<file path="src/rtl/id_imm_ctrl_if.sv">
// Decode-to-execute immediate bus: instruction handshake in, decoded immediate handshake out.
interface id_imm_ctrl_if;
  logic [31:0] iInstr;
  logic        iValid;
  logic        oReady;
  logic        iFlush;
  logic        oValid;
  logic        iReady;
  logic [31:0] oImm;
  logic [2:0]  oKind;
  logic [5:0]  oOp;

  modport master (
    output iInstr, iValid, iFlush, iReady,
    input  oReady, oValid, oImm, oKind, oOp
  );

  modport slave (
    input  iInstr, iValid, iFlush, iReady,
    output oReady, oValid, oImm, oKind, oOp
  );
endinterface

</file>
<file path="src/rtl/id_imm_ctrl.sv">
// Decode-stage immediate controller: classifies the opcode, forms the 32-bit immediate
// and queues it in a 2-entry skid buffer so hazard stalls never drop an immediate.
module id_imm_ctrl #(
  parameter int DEPTH = 2
) (
  input logic          iClk,
  input logic          iRst_n,
  id_imm_ctrl_if.slave bus
);

  typedef enum logic [2:0] {
    KIND_NONE   = 3'd0,
    KIND_SIGN   = 3'd1,
    KIND_ZERO   = 3'd2,
    KIND_LUI    = 3'd3,
    KIND_BRANCH = 3'd4
  } kind_e;

  localparam logic [1:0] FULL = 2'(DEPTH);

  logic [5:0]  dec_op;
  logic [15:0] dec_field;
  kind_e       dec_kind;
  logic [31:0] dec_imm;

  logic [31:0] imm_mem  [2];
  logic [2:0]  kind_mem [2];
  logic [5:0]  op_mem   [2];
  logic [1:0]  count;
  logic        wr_ptr;
  logic        rd_ptr;
  logic [31:0] last_imm;
  logic [2:0]  last_kind;
  logic [5:0]  last_op;
  logic        push;
  logic        pop;

  assign dec_op    = bus.iInstr[31:26];
  assign dec_field = bus.iInstr[15:0];

  always_comb begin
    dec_kind = KIND_NONE;
    dec_imm  = 32'h0;
    case (dec_op)
      6'h08, 6'h09, 6'h0A, 6'h0B, 6'h23, 6'h2B: begin
        dec_kind = KIND_SIGN;
        dec_imm  = {{16{dec_field[15]}}, dec_field};
      end
      6'h0C, 6'h0D, 6'h0E: begin
        dec_kind = KIND_ZERO;
        dec_imm  = {16'h0, dec_field};
      end
      6'h0F: begin
        dec_kind = KIND_LUI;
        dec_imm  = {dec_field, 16'h0};
      end
      6'h04, 6'h05: begin
        dec_kind = KIND_BRANCH;
        dec_imm  = {{14{dec_field[15]}}, dec_field, 2'b00};
      end
      default: begin
        dec_kind = KIND_NONE;
        dec_imm  = 32'h0;
      end
    endcase
  end

  // Readiness depends on registered occupancy only, so iReady never reaches oReady.
  assign bus.oReady = (count != FULL);
  assign bus.oValid = (count != 2'd0);
  assign push       = bus.iValid & bus.oReady & ~bus.iFlush;
  assign pop        = bus.oValid & bus.iReady & ~bus.iFlush;

  assign bus.oImm   = bus.oValid ? imm_mem[rd_ptr]  : last_imm;
  assign bus.oKind  = bus.oValid ? kind_mem[rd_ptr] : last_kind;
  assign bus.oOp    = bus.oValid ? op_mem[rd_ptr]   : last_op;

  // The last popped entry is kept so the outputs hold steady while the buffer is empty.
  always_ff @(posedge iClk or negedge iRst_n) begin
    if (!iRst_n) begin
      for (int i = 0; i < 2; i++) begin
        imm_mem[i]  <= 32'h0;
        kind_mem[i] <= 3'd0;
        op_mem[i]   <= 6'd0;
      end
      count     <= 2'd0;
      wr_ptr    <= 1'b0;
      rd_ptr    <= 1'b0;
      last_imm  <= 32'h0;
      last_kind <= 3'd0;
      last_op   <= 6'd0;
    end else if (bus.iFlush) begin
      count  <= 2'd0;
      wr_ptr <= 1'b0;
      rd_ptr <= 1'b0;
    end else begin
      if (push) begin
        imm_mem[wr_ptr]  <= dec_imm;
        kind_mem[wr_ptr] <= dec_kind;
        op_mem[wr_ptr]   <= dec_op;
        wr_ptr           <= ~wr_ptr;
      end
      if (pop) begin
        rd_ptr    <= ~rd_ptr;
        last_imm  <= imm_mem[rd_ptr];
        last_kind <= kind_mem[rd_ptr];
        last_op   <= op_mem[rd_ptr];
      end
      case ({push, pop})
        2'b10:   count <= count + 2'd1;
        2'b01:   count <= count - 2'd1;
        default: count <= count;
      endcase
    end
  end

endmodule

</file>
<file path="src/flat_wrapper.sv">
// flat-port wrapper written by rule: the top's interface ports become plain ports
module id_imm_ctrl_flat 
#(
  parameter int DEPTH = 2
)
  (iClk, iRst_n, bus_iInstr, bus_iValid, bus_iFlush, bus_iReady, bus_oReady, bus_oValid, bus_oImm, bus_oKind, bus_oOp);
  id_imm_ctrl_if bus_i ();
  input logic iClk;
  input logic iRst_n;
  input wire logic [$bits(bus_i.iInstr)-1:0] bus_iInstr;
  input wire logic [$bits(bus_i.iValid)-1:0] bus_iValid;
  input wire logic [$bits(bus_i.iFlush)-1:0] bus_iFlush;
  input wire logic [$bits(bus_i.iReady)-1:0] bus_iReady;
  output wire logic [$bits(bus_i.oReady)-1:0] bus_oReady;
  output wire logic [$bits(bus_i.oValid)-1:0] bus_oValid;
  output wire logic [$bits(bus_i.oImm)-1:0] bus_oImm;
  output wire logic [$bits(bus_i.oKind)-1:0] bus_oKind;
  output wire logic [$bits(bus_i.oOp)-1:0] bus_oOp;
  assign bus_i.iInstr = bus_iInstr;
  assign bus_i.iValid = bus_iValid;
  assign bus_i.iFlush = bus_iFlush;
  assign bus_i.iReady = bus_iReady;
  assign bus_oReady = bus_i.oReady;
  assign bus_oValid = bus_i.oValid;
  assign bus_oImm = bus_i.oImm;
  assign bus_oKind = bus_i.oKind;
  assign bus_oOp = bus_i.oOp;
  id_imm_ctrl #(.DEPTH(DEPTH)) u_core (.iClk(iClk), .iRst_n(iRst_n), .bus(bus_i));
endmodule
</file>
<file path="config.mk">
export PLATFORM = sky130hd
export DESIGN_NAME = id_imm_ctrl_flat
export DESIGN_NICKNAME = d
export VERILOG_FILES = /design/src/rtl/id_imm_ctrl_if.sv /design/src/rtl/id_imm_ctrl.sv /design/src/flat_wrapper.sv
export SDC_FILE = /design/constraint.sdc
export NUM_CORES = 1
export LEC_CHECK = 0
export ABC_AREA = 1
export CELL_PAD_IN_SITES_DETAIL_PLACEMENT = 1
export CELL_PAD_IN_SITES_GLOBAL_PLACEMENT = 1
export CORE_ASPECT_RATIO = 0.5
export CORE_MARGIN = 4
export CORE_UTILIZATION = 44
export CTS_CLUSTER_DIAMETER = 200
export DETAILED_ROUTE_END_ITERATION = 7
export GPL_ROUTABILITY_DRIVEN = 0
export PLACE_DENSITY = 0.9
export REMOVE_ABC_BUFFERS = 1
export SETUP_SLACK_MARGIN = 0.2
export SLEW_MARGIN = 20
export SYNTH_ARGS = -nofsm -noshare
export SYNTH_HDL_FRONTEND = slang
export SYNTH_SLANG_ARGS = --single-unit
</file>
<file path="constraint.sdc">
create_clock -name iClk -period 4.2 [get_ports iClk]
set_input_delay 1.26 -clock iClk [delete_from_list [all_inputs] [get_ports iClk]]
set_output_delay 1.26 -clock iClk [all_outputs]
set_load 0.005 [all_outputs]
</file>
==> results.tsv <==
metric	value	unit
Setup Viol. Count Final	0	
area grow syn2layout	22.0	%
via count	6250	
met3 wire len	881	microns
Psw	1.69	mW
post-CTS setup repair buffer count	0	
Post-Syn Area per Cell	7.22	sq um
core area	13900	sq um
status	completed	
PD cells	621	nW/um^2
layout cells sized above 1	6.75	%
most frequent cells in the layout	nand2_1 (443), dfrtp_1 (127), clkdlybuf4s50_1 (68), nand3_1 (66)	
H-tree lvl count	4	
P_int	3.16	mW
slowest stage cell, crit path	clkdlybuf4s50_1	
maximum fanout along the worst path	46	
Ys Warns	0	
post-route DRC violation count	0	
Max Slew Vio Count	0	
fmax	257	MHz
CP arrival	2.63	ns
combinational power share	32.8	%
Top Ports	80	
total grt overflow	0	
gate count after technology mapping	887	
largest net degree at the start of global routing	87	
DIE HEIGHT	93.3	microns
Synth Cell Area	6410	sq um
total CTS buffers	17	
DIE WIDTH	179	microns
clock network power share	31.9	%
Sum Neg Setup Slack	0	ns
period utilisation layout	92.6	%
fillers	1730	
critical path class	reg2out	
DP Wirelength	12.4	mm
dpl cell area	7210	sq um
sequence of cells on the critical path	nor2_1, inv_4, buf_4, o21ai_0, clkdlybuf4s50_1	
Max VDD drop	263	uV
Via density	5.48	
WHS Path Cells	2	
overall power	4.85	mW
CTS tree	done	
CTS Buffer Depth	2	
Sw Share	34.9	%
Pleak	3.90	nW
routed wire length	20.6	mm
Final Cell Area	7820	sq um
max incr delay on CP	0.59	ns
Layout Skew	0.0116	ns
Crit. Startpoint	u_core.count[1]	
metal2 WL	10.2	mm
DRT iter0 DRCs	505	
I/O Buffers	69	
die area	16700	sq um
Clk pin slew, worst setup/hold paths	0.06	ns
commonest non-fill, non-tap cell in the layout	nand2_1	
Final nets	972	
Rel. slew slack	39.7	%
max-cap violations	0	
Starting Density	46.1	%
worst r2r src	u_core.count[1]	
diode count	0	
startpoint types	flip-flop	
ANT nets after route	0	
first-pass iteration count of the detailed router	5	
synth unique cells	22	
post-synthesis register bit count	127	
worst endpoint required time	2.94	ns
clk sinks	127	
unrepaired setup endpoints after global routing	false	
Total GRT Usage	26.3	%
Top Metal Used	met4	
Site Rows	30	
Hold Path Origin	u_core.imm_mem[60]	
Tmin final	3.89	ns
R2R depth	7	
vias in the first global route	6752	
global-route wire length before repair	34.6	mm
Slew @ Worst Pin	0.904	ns
clock root buffer	clkbuf_16	
number of hold violations in the final report	0	
Seq/Total Area, Yosys	49.6	%
Final Core Density	56.3	%
clk_lat worst skew	0.43	ns
worst hold-check path type	reg2reg	
post-DR wirelength/cell	18.1	microns
sequential share of power	35.3	%
initial antenna violation count	0	
nature of the critical path endpoint	output pin	
wl on met1	9.05	mm
-- area by class of cell --
| cell class | count | area, sq um | area share [%] |
|---|---|---|---|
| Inverter | 60 | 228 | 2.91 |
| Multi-Input combinational cell | 647 | 2750 | 35.2 |
| Clock buffer | 19 | 443 | 5.67 |
| Timing Repair Buffer | 82 | 811 | 10.4 |
| Tap cell | 192 | 240 | 3.07 |
| Sequential cell | 127 | 3180 | 40.7 |
| Clock inverter | 13 | 163 | 2.08 |
-- cells in the mapped netlist, drive strengths merged --
library cell	instances	area share (%)
clkbuf	17	1.0
nor3	2	0.16
inv	59	3.5
nand4	16	1.7
clkinv	1	0.059
o21ai	103	8.0
xnor2	1	0.14
nand2	445	26
nand3	69	5.6
nor2	10	1.1
dfrtp	127	50
buf	36	2.9
a21oi	1	0.078
-- path summary, 6_finish.rpt --
path	endpoint	slack [ns]
worst max register to register	u_core.last_imm[22]	2.28
worst min register to register	u_core.imm_mem[60]	0.48
worst min-delay path	u_core.imm_mem[60]	0.48
max in group asynchronous	u_core.last_imm[16]	2.48
min in group asynchronous	u_core.last_op[4]	0.83
worst max-delay path	bus_oImm[22]	0.31
-- stage by stage --
stage	instances	hold slack (ns)	worst slack [ns]
floorplan	834	0.442	0.957
global placement	1108	0.457	0.810
detailed placement	1108	0.465	0.716
CTS	1140	0.483	0.218
global route	1140	0.500	0.212
finish	1140	0.481	0.312
-- cells by family (layout without fill, tap and decap cells) --
logic type | after synthesis | count (layout) | synth area share [%]
simple gates | 542 | 542 | 34.7
flops | 127 | 127 | 49.6
xor+xnor | 1 | 1 | 0.137
compound gates | 104 | 104 | 8.12
buf+inv | 113 | 174 | 7.42
-- layer usage --
metal	GRT usage, %	vias to the layer above
met5	0	-
met4	9.89	0
met3	5.09	36
met2	45.3	173
met1	33.0	3152
li1	-	2889
-- what timing repair did --
item | CTS | global route
setup endpoints to repair | 0 | 23
resized for setup | 0 | 2
hold buffers | 0 | 0
-- critical path: cells and delay by family (launching register included) --
kind	cells	cell delay, ns
buffers and inverters	3	1.12
DFF	1	0.42
and+or+nand+nor	1	0.32
AOI/OAI and AO/OA	1	0.29
-- flip-flops by register name, summed over array words and instances, names as in the netlist --
register	cells
u_core.op_mem	12
u_core.wr_ptr	1
u_core.imm_mem	64
u_core.last_imm	32
u_core.rd_ptr	1
u_core.kind_mem	6
u_core.last_kind	3
u_core.last_op	6
u_core.count	2
-- power by group through the flow --
stage | logic (mW) | registers [mW] | clock network (mW)
final | 1.59 | 1.71 | 1.55
after global placement | 1.49 | 1.70 | 0
after detailed placement | 1.57 | 1.72 | 0
after global routing | 1.78 | 1.74 | 1.62
after CTS | 1.60 | 1.71 | 1.56
after floorplan | 0.783 | 1.70 | 0
(Power assumes the default switching activity.)
